===== config.mk =====
export PLATFORM = sky130hd
export DESIGN_NAME = matrix_result_tx
export DESIGN_NICKNAME = d
export VERILOG_FILES = /design/src/rtl/matrix_pkg.sv /design/src/rtl/tx_byte_handshake.sv /design/src/rtl/matrix_result_tx.sv
export SDC_FILE = /design/constraint.sdc
export NUM_CORES = 1
export LEC_CHECK = 0
export BUFFER_PORTS_ARGS = -buffer_cell sky130_fd_sc_hd__buf_2
export CORE_MARGIN = 4
export CORE_UTILIZATION = 45
export DETAILED_ROUTE_END_ITERATION = 7
export HOLD_SLACK_MARGIN = 0.08
export PLACE_DENSITY_LB_ADDON = 0.25
export SYNTH_ARGS = -nofsm -noshare
export SYNTH_HDL_FRONTEND = slang
export SYNTH_HIERARCHICAL = 1
export SYNTH_SLANG_ARGS = --single-unit

===== constraint.sdc =====
create_clock -name clk -period 6.8 [get_ports clk]
set_input_delay 0.34 -clock clk [delete_from_list [all_inputs] [get_ports clk]]
set_output_delay 0.34 -clock clk [all_outputs]
set_load 0.01 [all_outputs]

===== src/rtl/matrix_pkg.sv =====
// matrix_pkg: shared state encoding and constants for the result transmit path.
package matrix_pkg;
  localparam int MAX_N = 4;
  localparam int DATA_W = 32;
  localparam int BYTES_PER_WORD = DATA_W / 8;
  localparam logic [3:0] HDR_PREFIX = 4'h0;
  typedef enum logic [2:0] {IDLE, CHECK, FETCH, LATCH, SEND, DRAIN, NEXT, DONE} state_t;
endpackage


===== src/rtl/tx_byte_handshake.sv =====
// tx_byte_handshake: start/busy handshake for one byte; ack when the transmitter has drained it.
module tx_byte_handshake
  import matrix_pkg::*;
(
  input  logic       clk,
  input  logic       rst,
  input  logic       req,
  input  logic [7:0] tx_byte,
  input  logic       tx_busy,
  output logic       tx_start,
  output logic [7:0] tx_data,
  output logic       ack
);
  state_t ph_q, ph_d;
  always_ff @(posedge clk or negedge rst) begin
    if (!rst) ph_q <= IDLE;
    else ph_q <= ph_d;
  end
  // tx_start is gated by tx_busy so it can never overlap a busy transmitter
  always_comb begin
    tx_start = req && !tx_busy && ph_q != DRAIN;
    ack = req && ph_q == DRAIN && !tx_busy;
    ph_d = !req ? IDLE :
           (ph_q == IDLE && !tx_busy) ? SEND :
           (ph_q == SEND && tx_busy) ? DRAIN :
           ack ? IDLE : ph_q;
  end
  assign tx_data = tx_byte;
endmodule


===== src/rtl/matrix_result_tx.sv =====
// matrix_result_tx: streams header {0,N} then N*N result words MSB-first over the UART handshake.
module matrix_result_tx #(
  parameter int MAX_N  = matrix_pkg::MAX_N,
  parameter int DATA_W = matrix_pkg::DATA_W,
  parameter int ADDR_W = 4
) (
  input  logic              clk,
  input  logic              rst,
  input  logic              start,
  input  logic [3:0]        matrix_size,
  output logic [ADDR_W-1:0] rd_addr,
  input  logic [DATA_W-1:0] rd_data,
  output logic [7:0]        tx_data,
  output logic              tx_start,
  input  logic              tx_busy,
  output logic              busy,
  output logic              done,
  output logic              err
);
  import matrix_pkg::*;
  localparam int BPW = DATA_W / 8;
  localparam int BW = BPW > 1 ? $clog2(BPW) : 1;
  localparam logic [3:0] MAX_N4 = 4'(MAX_N);
  state_t state_q, state_d;
  logic [3:0] n_q, n_d;
  logic [4:0] total_q, total_d, wcnt_q, wcnt_d;
  logic [ADDR_W-1:0] addr_q, addr_d;
  logic [BW-1:0] bidx_q, bidx_d;
  logic [DATA_W-1:0] word_q, word_d, word_sh;
  logic [7:0] byte_q, byte_d;
  logic hdr_q, hdr_d, err_q, err_d, ack;
  always_ff @(posedge clk or negedge rst) begin
    if (!rst) begin
      state_q <= IDLE;
      n_q <= '0;
      total_q <= '0;
      wcnt_q <= '0;
      addr_q <= '0;
      bidx_q <= '0;
      word_q <= '0;
      byte_q <= '0;
      hdr_q <= 1'b0;
      err_q <= 1'b0;
    end else begin
      state_q <= state_d;
      n_q <= n_d;
      total_q <= total_d;
      wcnt_q <= wcnt_d;
      addr_q <= addr_d;
      bidx_q <= bidx_d;
      word_q <= word_d;
      byte_q <= byte_d;
      hdr_q <= hdr_d;
      err_q <= err_d;
    end
  end
  always_comb begin
    word_sh = word_q << 8;
    state_d = state_q;
    n_d = n_q;
    total_d = total_q;
    wcnt_d = wcnt_q;
    addr_d = addr_q;
    bidx_d = bidx_q;
    word_d = word_q;
    byte_d = byte_q;
    hdr_d = hdr_q;
    err_d = err_q;
    case (state_q)
      IDLE: if (start) begin
        n_d = matrix_size;
        state_d = CHECK;
      end
      CHECK: if (n_q == 4'd0 || n_q > MAX_N4) begin
        err_d = 1'b1;
        state_d = DONE;
      end else begin
        err_d = 1'b0;
        total_d = 5'(n_q) * 5'(n_q);
        wcnt_d = '0;
        addr_d = '0;
        bidx_d = '0;
        hdr_d = 1'b1;
        byte_d = {HDR_PREFIX, n_q};
        state_d = SEND;
      end
      FETCH: state_d = LATCH;
      LATCH: begin
        word_d = rd_data;
        byte_d = rd_data[DATA_W-1 -: 8];
        state_d = SEND;
      end
      SEND: if (ack) state_d = NEXT;
      // the header is a lone byte, so it goes straight to the first fetch
      NEXT: if (hdr_q) begin
        hdr_d = 1'b0;
        state_d = FETCH;
      end else if (bidx_q != BW'(BPW - 1)) begin
        bidx_d = bidx_q + BW'(1);
        word_d = word_sh;
        byte_d = word_sh[DATA_W-1 -: 8];
        state_d = SEND;
      end else if (wcnt_q + 5'd1 < total_q) begin
        bidx_d = '0;
        wcnt_d = wcnt_q + 5'd1;
        addr_d = addr_q + ADDR_W'(1);
        state_d = FETCH;
      end else begin
        bidx_d = '0;
        state_d = DONE;
      end
      DONE: state_d = IDLE;
      default: state_d = IDLE;
    endcase
  end
  assign rd_addr = addr_q;
  assign busy = state_q != IDLE;
  assign done = state_q == DONE;
  assign err = done && err_q;
  tx_byte_handshake u_hs (
    .clk(clk),
    .rst(rst),
    .req(state_q == SEND),
    .tx_byte(byte_q),
    .tx_busy(tx_busy),
    .tx_start(tx_start),
    .tx_data(tx_data),
    .ack(ack)
  );
endmodule


# --- Yosys cells after proc, flatten, opt, wreduce, memory -nomap -nowiden ---
# Index checks and enable logic that the tools add are counted.
op_classes:
  n_eq_ne: 18
  n_bitwise: 1
  n_addsub: 3
  order_cmp: 2
  n_mux: 35
  reduce_logical: 24
  n_mul: 1
ops:
  columns: ["op", "count"]
  rows:
  - ["24-bit two-way mux", 2]
  - ["24-bit one-hot mux with 2 select lines", 1]
  - ["3-bit two-way mux", 9]
  - ["8-bit two-way mux", 3]
  - ["8-bit one-hot mux with 3 select lines", 1]
  - ["5-bit two-way mux", 4]
  - ["3-bit one-hot mux with 6 select lines", 1]
  - ["4-bit two-way mux", 4]
  - ["2-bit inequality test (second input constant)", 8]
  - ["3-bit == test (second input constant)", 5]
  - ["5-bit one-hot mux with 2 select lines", 1]
  - ["2-bit two-way mux", 4]
  - ["4-bit one-hot mux with 2 select lines", 1]
  - ["2-bit AND reduction", 4]
  - ["1-bit logical AND", 7]
  - ["3-bit by 2-bit == test with 1-bit output (second input constant)", 2]
  - ["3-bit logical NOT", 2]
  - ["3-bit AND reduction", 2]
  - ["3-bit nonzero test", 2]
  - ["5-bit by 1-bit adder with 5-bit output (second input constant)", 1]
  - ["5-bit < comparator", 1]
  - ["4-bit by 4-bit multiplier with 5-bit output", 1]
  - ["5-bit AND reduction", 1]
  - ["4-bit by 1-bit adder with 4-bit output (second input constant)", 1]
  - ["14 further kinds", 16]
totals:
  input_bits: 40
  word_cells: 95
  out_inout_bits: 16
  register_bits: 60

# --- Longest topological paths before layout ---
depth:
  depth_word: 7
  depth_mapped: 8
  depth_no_buf: 8

# --- Cells and area by module ---
# The synthesis kept the hierarchy.
by_module_without_submodules:
  columns: ["module", "seq_area_each_um2", "area_per_inst_um2", "cells_per_inst", "n_inst"]
  rows:
  - ["matrix_result_tx", 1401.3, 2941.6, 286, 1]
  - ["tx_byte_handshake", 50.0, 163.9, 19, 1]

# --- Worst setup path before layout ---
# Ideal clock, no wire load.
synth_path:
  path_kind: "register to register"
  from: "register wcnt_q[0]"
  to: "register addr_q[0] (netlist: rd_addr[0])"
  path_stages_with_launch: 9
  required_time_ns: 6.675
  t_arrival_ns: 2.167
  setup_slack_ns: 4.508
  n_path_buf: 0
  setup_ns: 0.125
  period_less_slack_ns: 2.292
  cell_sequence: "dfrtp_1 -> ha_1 -> nand3_1 -> xnor2_1 -> ha_1 -> a21oi_1 -> o211ai_1 -> a21oi_4 -> mux2_2"
synth_between:
  elab_chain_len: 4
synth_lines:
  columns: ["item", "line", "text"]
  rows:
  - ["start: declaration", "matrix_result_tx.sv:26", "logic [4:0] total_q, total_d, wcnt_q, wcnt_d;"]
  - ["start signal: assignment", "matrix_result_tx.sv:48", "wcnt_q <= wcnt_d;"]
  - ["5-bit by 1-bit adder with 5-bit output", "matrix_result_tx.sv:103", "end else if (wcnt_q + 5'd1 < total_q) begin"]
  - ["5-bit < comparator", "matrix_result_tx.sv:103", null]
  - ["2-bit inequality test (no line)", null, null]
  - ["5-bit AND reduction (no line)", null, null]
  - ["end signal: assignment", "matrix_result_tx.sv:49", "addr_q <= addr_d;"]
  - ["end: declaration", "matrix_result_tx.sv:27", "logic [ADDR_W-1:0] addr_q, addr_d;"]
# Every way passes these cells.
# A chain may end at the register's enable or synchronous reset.

# --- Worst setup path after layout ---
layout_path:
  from: "register wcnt_q[0]"
  to: "register wcnt_q[0]"
layout_between:
  elab_chain_len: 5
  word_cells_on_any_way: 8
  classes_between: "add/sub: 1; order compare: 1; eq/ne: 1; mux: 4; reduce/logical: 1"
layout_lines:
  columns: ["item", "line"]
  rows:
  - ["5-bit by 1-bit adder with 5-bit output (*)", "matrix_result_tx.sv:103, matrix_result_tx.sv:105"]
  - ["parallel branches: the longest is 4 deep, another holds 5-bit < comparator", null]
# Every way passes the cells marked *. The select of a mux whose other input is x is not followed.

==> flow_metrics.tcl <==
set metrics [dict create \
    run_status "finished clean" \
    num_rows 30 \
    drc 0 \
    buffers_inserted_by_post_cts_timing_repair 0 \
    cp_common_cell "ha_1" \
    area_of_the_placeable_core_um2 6760 \
    postLayoutCellArea_um2 3550 \
    cts.root.buffer_cell "clkbuf_8" \
    wire_per_inst_um 14.0 \
    yosysSeqAreaShare 0.467 \
    synth_ff_type "dfrtp_1" \
    synthesis.nets 352 \
    power_leakage_nw 1.74 \
    synth_top_family_by_area "simple AND/OR/NAND/NOR gates" \
    layout_min_cycle_time_ns 2.54 \
    synth.largest_area_cell "dfrtp_1" \
    finalHoldViolCount 0 \
    area_after_detailed_placement_um2 3350 \
    timing.clock.skew_ns 0.00717 \
    critPathTopFamily "compound AO/OA/AOI/OAI gates" \
    post_synth_mux_area_share 0.124 \
    post_synth_and_or_nand_nor_area_fraction 0.177 \
    synth_compound_gate_area_share 0.122 \
    netlist-cell-type-count 53 \
    antennaDiodeCount 0 \
    post_synth_instance_area_um2 3110 \
    max_capacitance_violation_count 0 \
    critical_path.slowest_cell "dfrtp_1" \
    finalSetupViolCount 0 \
    vias 2258 \
    final-seq-area_um2 1450 \
    finalNetCount 396 \
    seqPwrFrac 0.416 \
    report.final.slew_viol_count 0 \
    io_buffers 55 \
    p_clk_frac 0.221 \
    postSynthAreaPerCell_um2 10.2 \
    ys_ff_latch 58 \
    critPathLaunchType "register" \
    area_delta_synth_final_pct 14.4 \
    synth_top_cells_by_area "dfrtp_1 (47%), mux2i_1 (6.8%), nand2_1 (6.5%)" \
    slew_headroom 0.518 \
    postCtsResizedCells 0 \
    yosys_warnings 6 \
    final_cell_mix "dfrtp_1 (58), buf_2 (55), nand2_1 (54)" \
    crit_path_kind "reg2reg" \
    ir_drop_worst_vdd_mv 0.205 \
    worst-path-buf-inv 0 \
    finish.cell_count_without_fillers 434 \
    fin_crit_sh 0.374 \
    number_of_cts_inserted_buffers 9 \
    crit_path_end_kind "register" \
    worstHoldPathType "in2async" \
    multi_input_gate_area_um2 1450 \
    postSynth.asyncResetShare 1.00 \
    clock_tree.buffer_depth 2 \
    dieHeight_um 91.1 \
    edff_count_synth 0 \
    maxClockFrequency_mhz 393 \
    routed_via_density 5.20 \
    antenna_violating_nets_post_route 0 \
    netSwitchingFraction 0.356 \
    worst-endpoint-arrival_ns 2.75 \
    htreeDepth 3 \
    synth_top_area_share 0.467 \
    cts_sinks 58 \
    synth_fa_ha_area_frac 0.0282 \
    clk_latency_ns 0.33 \
    floorplan.io_pins 56 \
    rsz0062_at_grt "no" \
    timing.critical_path.cells "ha_1 -> nand3_1 -> xnor2_1 -> ha_1 -> a21oi_1 -> o211ai_1 -> a21oi_4 -> mux2_2" \
    setup_tns_ns 0 \
    cts_hold_repair.buffers 0 \
    grt_overflow 0 \
    path_clk_slew_ns 0.06 \
    finalWirelength_um 6070 \
    tightestPinTransition_ns 0.724 \
    synth-xor-area-share 0.0141 \
    die_w_um 91.1 \
    slowest_delay_ns 0.40 \
    grt_antenna_before_repair 0 \
    cts_tree "yes" \
    grt_max_degree 59 \
    first_pass_grt_wire_length_um 10500 \
    place_hpwl_um 4320 \
    cp_data_required_time_ns 7.01 \
    globalRouteTotalUtil 0.158 \
    floorplan.initialDensity 0.460 \
    mostFrequentLayoutCell "dfrtp_1" \
    routabilityCongestion 0.748 \
    portion_of_total_power_attributed_to_combinational_logic 0.363 \
    fp.dieArea_um2 8290 \
    power_density_over_the_cells_nw_per_um2 408 \
    layout-drive-gt1-share 0.277 \
    place_inst 418 \
    final_util 0.526 \
    net-switching-power_mw 0.516 \
    number_of_inserted_filler_cells_in_the_final_layout 628 \
    post_synth_inst_count 305 \
    drtIter0Drc 109 \
    dr.pass1.iters 4 \
    number_of_global_route_vias_before_repair 2250 \
    critical_path_peak_fanout 7 \
    power_report.internal_total_mw 0.935 \
]
## state kept, by name, indices dropped and copies added (netlist names)
signal and cells:
bidx_q 2, byte_q 8, err_q 1, hdr_q 1
n_q 4, rd_addr 4, state_q 3, total_q 4
u_hs/ph_q 2, wcnt_q 5, word_q 24
## final cells by class
class                           instances  share of cell area
Sequential cell                        58               0.409
Clock inverter                          4              0.0141
Tap cell                               80              0.0282
Inverter                               12              0.0127
Multi-Input combinational cell        210               0.409
Timing Repair Buffer                   58              0.0838
Clock buffer                           12              0.0437
## per-layer routing
| metal | wire length (um) | vias to the layer above | GRT usage |
|---|---|---|---|
| met5 | 0 | - | 0 |
| met4 | 31 | 0 | 0.0377 |
| met3 | 266 | 2 | 0.0588 |
| met2 | 2910 | 39 | 0.254 |
| met1 | 2860 | 1077 | 0.204 |
| li1 | - | 1140 | - |
## power by group through the flow
stage / clock, mW / sequential (mW) / combinational, mW
floorplan: 0 / 0.564 / 0.473
global placement: 0 / 0.601 / 0.520
detailed placement: 0 / 0.610 / 0.533
CTS: 0.331 / 0.604 / 0.534
global route: 0.350 / 0.629 / 0.599
finish: 0.321 / 0.603 / 0.526
## Yosys cell counts, types with 2 or more instances
cell type,n
nand3b_1,3
nor3_1,2
a22o_1,5
nand3_1,14
o21ai_0,24
nor2b_1,2
mux2_2,5
buf_6,4
a21oi_1,10
a22oi_1,3
nand2b_1,4
nand2_1,54
o211ai_1,3
o21a_1,2
ha_1,7
dfrtp_1,58
and3_1,2
inv_1,12
clkbuf_1,9
xnor2_1,4
and2_2,2
and3b_1,3
nor2_1,7
buf_4,9
mux2_4,8
mux2i_1,21
buf_2,2
## kinds of logic (layout without fill, tap and decap cells)
kind of cell | Yosys count | in the layout
compound gates | 58 | 58
xor+xnor | 5 | 5
fa+ha+maj | 7 | 7
buf+inv | 37 | 86
flops | 58 | 58
mux | 34 | 34
simple gates | 106 | 106
## worst paths after layout
check | start | to | slack [ns] | cells past startpoint
worst min-delay path | rst | state_q[1]$_DFFE_PN0P_ | 0.16 | 2
worst min register to register | word_q[6]$_DFFE_PN0P_ | word_q[6]$_DFFE_PN0P_ | 0.47 | 2
worst max-delay path | wcnt_q[0]$_DFFE_PN0P_ | wcnt_q[0]$_DFFE_PN0P_ | 4.26 | 8
min in group clk | rd_data[0] | word_q[0]$_DFFE_PN0P_ | 0.23 | 3
max in group asynchronous | rst | word_q[2]$_DFFE_PN0P_ | 6.16 | 2
worst max register to register | wcnt_q[0]$_DFFE_PN0P_ | wcnt_q[0]$_DFFE_PN0P_ | 4.26 | 8
## metrics by stage
step           power (mW)  hold slack (ns)  setup WS (ns)
5_1_grt              1.58            0.204           3.97
2_1_floorplan        1.04           0.0444           4.51
6_report             1.45            0.159           4.26
3_3_place_gp         1.12            0.450           4.35
4_1_cts              1.47            0.181           4.26
3_5_place_dp         1.14            0.456           4.27
Power figures use the tool's default switching activity.
